==> src/rtl/inst_cache.sv <==
// Direct-mapped read-only instruction cache, one 32-bit word per line.
// Hits respond in one cycle; misses refill through the memory controller port.
module inst_cache #(
  parameter int INDEX_WIDTH = 6,
  parameter int TAG_WIDTH   = 30 - INDEX_WIDTH
) (
  input  logic        clk,
  input  logic        rst,
  input  logic        rdy,
  input  logic        clear,
  input  logic        pc_valid,
  input  logic [31:0] pc,
  output logic        inst_ready,
  output logic [31:0] inst,
  output logic        fetch_enable,
  output logic [31:0] inst_addr,
  input  logic        mem_valid,
  input  logic [31:0] mem_data
);

  localparam int LINES = 1 << INDEX_WIDTH;

  localparam logic [1:0] IDLE = 2'd0;
  localparam logic [1:0] MISS = 2'd1;
  localparam logic [1:0] DONE = 2'd2;

  logic [1:0]             state;
  logic                   discard;
  logic [LINES-1:0]       valid;
  logic [TAG_WIDTH-1:0]   tags [LINES];
  logic [31:0]            data [LINES];
  logic [INDEX_WIDTH-1:0] miss_idx;
  logic [TAG_WIDTH-1:0]   miss_tag;

  logic [INDEX_WIDTH-1:0] idx;
  logic [TAG_WIDTH-1:0]   tag;
  logic                   hit;
  logic                   fill;
  logic                   unused;

  assign idx    = pc[INDEX_WIDTH+1:2];
  assign tag    = pc[31:INDEX_WIDTH+2];
  assign hit    = valid[idx] && (tags[idx] == tag);
  assign fill   = !rst && rdy && (state == MISS) && mem_valid;
  assign unused = ^pc[1:0];

  // Tag/data storage needs no reset: valid bits gate every use.
  always_ff @(posedge clk) begin
    if (fill) begin
      tags[miss_idx] <= miss_tag;
      data[miss_idx] <= mem_data;
    end
  end

  always_ff @(posedge clk) begin
    if (rst) begin
      valid        <= '0;
      state        <= IDLE;
      discard      <= 1'b0;
      inst_ready   <= 1'b0;
      inst         <= '0;
      fetch_enable <= 1'b0;
      inst_addr    <= '0;
      miss_idx     <= '0;
      miss_tag     <= '0;
    end else if (rdy) begin
      unique case (state)
        IDLE: begin
          inst_ready <= 1'b0;
          if (clear) begin
            state <= IDLE;
          end else if (pc_valid) begin
            if (hit) begin
              inst       <= data[idx];
              inst_ready <= 1'b1;
              state      <= DONE;
            end else begin
              fetch_enable <= 1'b1;
              inst_addr    <= {pc[31:2], 2'b00};
              miss_idx     <= idx;
              miss_tag     <= tag;
              discard      <= 1'b0;
              state        <= MISS;
            end
          end
        end
        MISS: begin
          if (clear) discard <= 1'b1;
          if (mem_valid) begin
            valid[miss_idx] <= 1'b1;
            fetch_enable    <= 1'b0;
            state           <= DONE;
            // Flushed requests still fill the line, but nobody hears about it.
            if (!discard && !clear) begin
              inst       <= mem_data;
              inst_ready <= 1'b1;
            end
          end
        end
        DONE: begin
          inst_ready <= 1'b0;
          state      <= IDLE;
        end
        default: state <= IDLE;
      endcase
    end
  end

endmodule

==> config.mk <==
export PLATFORM = sky130hd
export DESIGN_NAME = inst_cache
export DESIGN_NICKNAME = d
export VERILOG_FILES = /design/src/rtl/inst_cache.sv
export SDC_FILE = /design/constraint.sdc
export NUM_CORES = 2
export LEC_CHECK = 0
export BUFFER_PORTS_ARGS = -buffer_cell sky130_fd_sc_hd__buf_2
export CAP_MARGIN = 30
export CORE_MARGIN = 5
export CORE_UTILIZATION = 43
export CTS_CLUSTER_DIAMETER = 120
export CTS_CLUSTER_SIZE = 40
export DETAILED_ROUTE_END_ITERATION = 7
export PLACE_DENSITY = 0.65
export SLEW_MARGIN = 0
export SYNTH_ARGS = -nofsm -noshare
export SYNTH_HDL_FRONTEND = slang
export SYNTH_SLANG_ARGS = --single-unit
==> constraint.sdc <==
create_clock -name clk -period 5.25 [get_ports clk]
set_input_delay 0.2625 -clock clk [delete_from_list [all_inputs] [get_ports clk]]
set_output_delay 0.2625 -clock clk [all_outputs]
set_load 0.02 [all_outputs]
* Word level (Yosys, flattened, before mapping)
Memories as Yosys holds them, arrays and structs flattened.
Index checks and enable logic that the tools add are counted.
W data, S select, Z words.
** Word-level totals
- Register bits :: 161
- Bits in writable memories :: 3584
- Input port bits :: 70
- Word-level logic and storage cells :: 80
- Memories kept :: 2
** Memories
- data :: words 64, width 32, rd ports 1, clocked after memory_dff 0, wr ports 1, line 31 : logic [31:0] data [LINES];
- tags :: words 64, width 24, rd ports 1, clocked after memory_dff 0, wr ports 1, line 30 : logic [TAG_WIDTH-1:0] tags [LINES];
** Operators by class
- Order comparisons :: 3
- Equal/unequal tests :: 11
- Multiplexer cells :: 33
- Bitwise gates (word level) :: 3
- Reductions and logical operators :: 19
** Operators with widths (count)
- $mux W32 :: 5
- $or A64 B64 Y64 :: 1
- $pmux W32 S2 :: 1
- $eq A24 B24 Y1 :: 1
- $mux W1 :: 17
- $lt A6 B7 Y1 const B :: 2
- $ne A2 B2 Y1 const B :: 6
- $reduce_and A6 Y1 :: 2
- $mux W2 :: 4
- $reduce_and A7 Y1 :: 1
- $bmux W1 S6 :: 1
- $demux W1 S6 :: 1
- $ge A6 B1 Y1 const B :: 1
- $logic_and A1 B1 Y1 :: 6
- $reduce_and A3 Y1 :: 2
- $reduce_and A5 Y1 :: 1
- $pmux W1 S2 :: 2
- $pmux W2 S2 :: 1
- $reduce_and A4 Y1 :: 1
- $logic_not A1 Y1 :: 3
- $ne A3 B3 Y1 const B :: 1
- $pmux W1 S3 :: 1
- $reduce_bool A3 Y1 :: 1
- $eq A2 B1 Y1 const B :: 1
- other kinds (5) :: 6

* Longest topological paths before layout
- Word-level depth :: 7
- Gate-level depth with buffers :: 18

* Worst setup path before layout
No wires, ideal clock.
- Path type :: reg-to-reg
- From :: register state[1]
- To :: memory data[31][0], enable pin
- Setup time :: 472 ps
- Arrival :: 4129 ps
- Path slack :: 650 ps
- Stages on the path, launching flop included :: 8
- Buffers on the path :: 1
- Cell sequence :: dfxtp_1 inv_1 ha_1 inv_1 clkbuf_1 nor4b_1 nand3_1 nor2_1
** Between the ends
- Word-level cells in the longest chain between the ends :: 5
** Ends and longest elaborated chain
- start, declared :: line 27 : logic [1:0] state;
- start signal, assigned :: line 58 : state <= IDLE;
- start signal, assigned :: line 71 : state <= IDLE;
- start signal, assigned :: line 76 : state <= DONE;
- $eq A2 B1 Y1 :: line 44 : assign fill = !rst && rdy && (state == MISS) && mem_valid;
- $logic_and A1 B1 Y1 (2 in series) :: line 44
- $mux W1 :: line 49 : if (fill) begin
- $mux W1 (implied by the code) :: line 51 : data[miss_idx] <= mem_data;
- end, declared :: line 31
Every way passes these cells.

* Worst setup path in the final report
- From :: input port pc[2]
- To :: register miss_tag[23]
** Between the ends
- Word-level cells in the longest chain between the ends :: 5
- Elaborated cells on any way between the ends :: 7
- Classes of those cells :: eq/ne (1); mux (2); bitwise (1); reduce/logical (2); memory (1)
** Ends and longest elaborated chain
- start, declared :: line 12 : input logic [31:0] pc,
- $mem_v2 Z64 W24 or $bmux W1 S6 (tied branches)
- $eq A24 B24 Y1 or $mux W1 (tied branches) :: line 43 : assign hit = valid[idx] && (tags[idx] == tag);
- $logic_and A1 B1 Y1 * :: line 43
- $not A1 Y1 (no line) *
- $reduce_and A5 Y1 (no line) *
- end signal, assigned :: line 81 : miss_tag <= tag;
- end, declared :: line 33 : logic [TAG_WIDTH-1:0] miss_tag;
Mark *: on every way between the ends. The rest lies on a longest branch, timed or not. The select of a mux whose other input is x is not followed.
A chain may end at the register's enable or synchronous reset.

==> reports/summary.txt <==
===============================================================================
Number of port buffers                                                      131
Launching element type of the critical path                          input port
Area contributors post-synth                                       edfxtp_1, mux4_2, dfxtp_1
Synthesized area divided by synthesized cell count                  23.03 sq um
CP arrival                                                              5.76 ns
Vias                                                                     70,020
Count of warnings emitted by yosys                                            0
Clock transition at the registers of the reported paths                 0.14 ns
Switching power share of the total                                       20.97%
Antenna violations before repair                                             16
Net switching power                                                     9916 uW
DR iter-0 viols                                                          10,120
Hold crit path type                                                      in2reg
Gp weighted congestion                                                   0.8702
Setup repair after global routing missed its margin                          no
Reg area                                                           110,300 sq um
Worst-Skew Late Latency                                                 0.87 ns
Power density relative to cell area                                303.2 nW/um^2
Biggest area consumer among synthesized cells                          edfxtp_1
Period Utilization, post-route                                           95.92%
Type of the setup path with the least slack                              in2reg
Final std cell area, no fill                                       155,900 sq um
Seq/Total Area, Yosys                                                    77.39%
Clock share of power                                                      25.8%
Number of maximum-capacitance violations                                      0
Most frequently used flop master after synthesis                       edfxtp_1
Number of setup violations in the final report                                0
Filler instances                                                         26,410
Transition time at the pin with the least slew margin                  1.139 ns
Worst vdd ir                                                           298.2 uV
Post-cts resize count                                                         0
Number of design rule violations left after detail routing                    0
Final-report hold violation count                                             0
Initial Utilization                                                      43.13%
Worst rel slew slack                                                     24.06%
Max FO, Critical Path                                                        63
Post-synthesis async set-or-reset flop share                                 0%
Clock buffer count from CTS                                                 103
All-layer global routing usage                                           23.12%
Sequential share of power                                                 68.6%
Post-CTS setup buffer count                                                   0
Synth-to-layout area growth                                              9.466%
Mapped Cells                                                              6,187
Maximum number of pins on one net before global-route repair                100
Area share of the largest cell type after synthesis                      75.55%
Drt via density                                                           6.377
Area of placed instances                                           151,700 sq um
H-tree level count                                                            3
Data required time of the critical path                                 5.97 ns
Average wire per cell in the routed design                         36.58 microns
Vertical die dimension                                             585.6 microns
Detailed-routing iteration count for the pre-antenna-repair pass              5
I/O pin count                                                               136
Total standard cell area after synthesis                           142,500 sq um
Minimum clock period                                                   5.036 ns
Total area of multi-input combinational cells                      30,970 sq um
Maximum number of buffers from clock root to sink                             3
Int Power                                                             37,360 uW
DIE WIDTH                                                          585.6 microns
Post-synthesis sequential element count                                   3,715
Row cnt                                                                     211
CTS tree                                                                   done
Leakage component of the power                                       0.04609 uW
Worst Setup End Kind                                                   register
Worst Skew                                                           0.08725 ns
Total gr overflow                                                             0
Root buffer cell                                                      clkbuf_16
Vias in the first global route                                           68,200
Number of clock sinks                                                     3,715
Status                                                             complete, no violations
Placed wire-length estimate after detailed placement                   225.0 mm
Detailed-route wire length                                             401.6 mm
Post-route setup TNS                                                       0 ns
Core Region                                                        330,300 sq um
Max-slew violation count                                                      0
Area of the die                                                    342,900 sq um
Wire length of the first global-routing pass                           554.3 mm
Final Hold Slack                                                      0.1018 ns
Number of enable-type register cells in the synthesized netlist           3,584
Peak clock frequency supported by timing                              198.6 MHz
Portion of total power attributed to combinational logic                   5.6%
Count of nets left with antenna violations after detail routing               0
Share of cells above drive strength 1                                    26.82%
Layout Nets                                                               6,600
Distinct cells, synth                                                        75
===============================================================================
==> sequential cells by signal (all words and copies together), names as in the netlist, 2 cells and up <==
name      cells
data       2048
inst         32
miss_idx      5
miss_tag     24
state         2
tags       1536
valid        64
==> Yosys cell counts (7+ instances only) <==
cell type,number
a211oi_1,46
a21o_1,65
a21oi_1,38
a221o_1,7
a221oi_1,11
a22oi_1,40
a31oi_1,13
and3_1,9
buf_1,45
buf_2,135
buf_4,32
buf_6,17
clkbuf_1,111
dfxtp_1,131
edfxtp_1,3584
inv_1,11
mux2_2,24
mux2i_1,233
mux4_2,1016
nand2_1,150
nand2b_1,12
nand3_1,43
nand3b_1,11
nand4_1,12
nor2_1,107
nor2b_1,30
nor3_1,51
nor4_1,9
o211ai_1,11
o21ai_0,19
o221ai_1,9
o22ai_1,47
or2_2,7
or3_1,7
or3b_2,8
xnor2_1,7
==> cells in the final DEF (no fill, tap or decap), types with 72 or more instances in the layout <==
cell and instances:
dfxtp_1 107, buf_12 142, buf_2 124, dlygate4sd3_1 72
clkbuf_16 104, mux4_2 1016, nand2_1 150, buf_4 224
edfxtp_1 3584, mux2i_1 233
==> final timing paths <==
kind | startpoint | end | slack, ns | cells past startpoint
max | pc[2] | miss_tag[23] | 0.21 | 17
min | mem_data[4] | data[3][4] | 0.10 | 1
max reg2reg | tags[44][20] | miss_tag[23] | 0.79 | 14
min reg2reg | valid[30] | valid[30] | 0.47 | 1
==> cell type report <==
| cell class | count | area share, % |
|---|---|---|
| antenna | 6 | 0.009628 |
| clock buffer | 175 | 1.840 |
| clock inverter | 10 | 0.1171 |
| inverter | 13 | 0.03851 |
| multi-input combinational | 2120 | 19.86 |
| sequential | 3715 | 70.71 |
| tap | 4366 | 3.503 |
| timing repair buffer | 574 | 3.919 |
==> worst max-delay path: stages <==
cell and delay (ns):
dlygate4sd3_1 0.58, buf_12 0.49, buf_12 0.31, mux4_2 0.55, mux4_2 0.45, nor2b_1 0.14, a211oi_1 0.66, buf_4 0.26
nor3_1 0.07, a211oi_1 0.25, nand4_1 0.18, nor4_4 0.24, buf_4 0.22, nor3b_4 0.08, buf_12 0.17, mux2i_1 0.13
dlygate4sd3_1 0.57
==> power groups by stage <==
stage                     Sequential [uW]  Combinational, uW  Clock [uW]
after floorplan                     33100               1530           0
after global placement              33200               2490           0
after detailed placement            33100               2570           0
after CTS                           32500               2610       12400
after global routing                32400               2820       13400
final                               32400               2670       12200
==> metrics by stage <==
step           setup WS, ns  utilization (%)  std cells  total power [uW]
2_1_floorplan        0.6495                -       6188             34670
4_1_cts              0.2661            47.03      10940             47450
5_1_grt             0.09788            47.21      10980             48630
6_report             0.2140            47.22      10980             47280
3_5_place_dp        0.03574            45.93      10690             35700
3_3_place_gp       -0.01708            45.80      10670             35650
==> layer usage <==
layer	global-route usage, %	wire (microns)	vias up
met3	3.639	37720	698
met5	0	29	-
met2	37.64	195100	3950
met4	8.513	17930	4
li1	-	-	26850
met1	31.87	150800	38520
==> kinds of logic after synthesis <==
logic type / after synthesis / share of synthesized area, %
adders and majority gates: 3 / 0.02635
other: 1 / 0.002632
xor gates and xnor gates: 8 / 0.04919
DFF: 3715 / 77.39
muxes: 1273 / 17.89
buffers and inverters: 353 / 1.223
AOI/OAI and AO/OA: 354 / 1.775
and+or+nand+nor: 480 / 1.649
==> repair_timing <==
item	4_1_cts	5_1_grt
hold endpoints to repair	297	833
setup endpoints to repair	0	0
hold buffers	59	13
No activity file was read; power rests on OpenSTA's default activity.
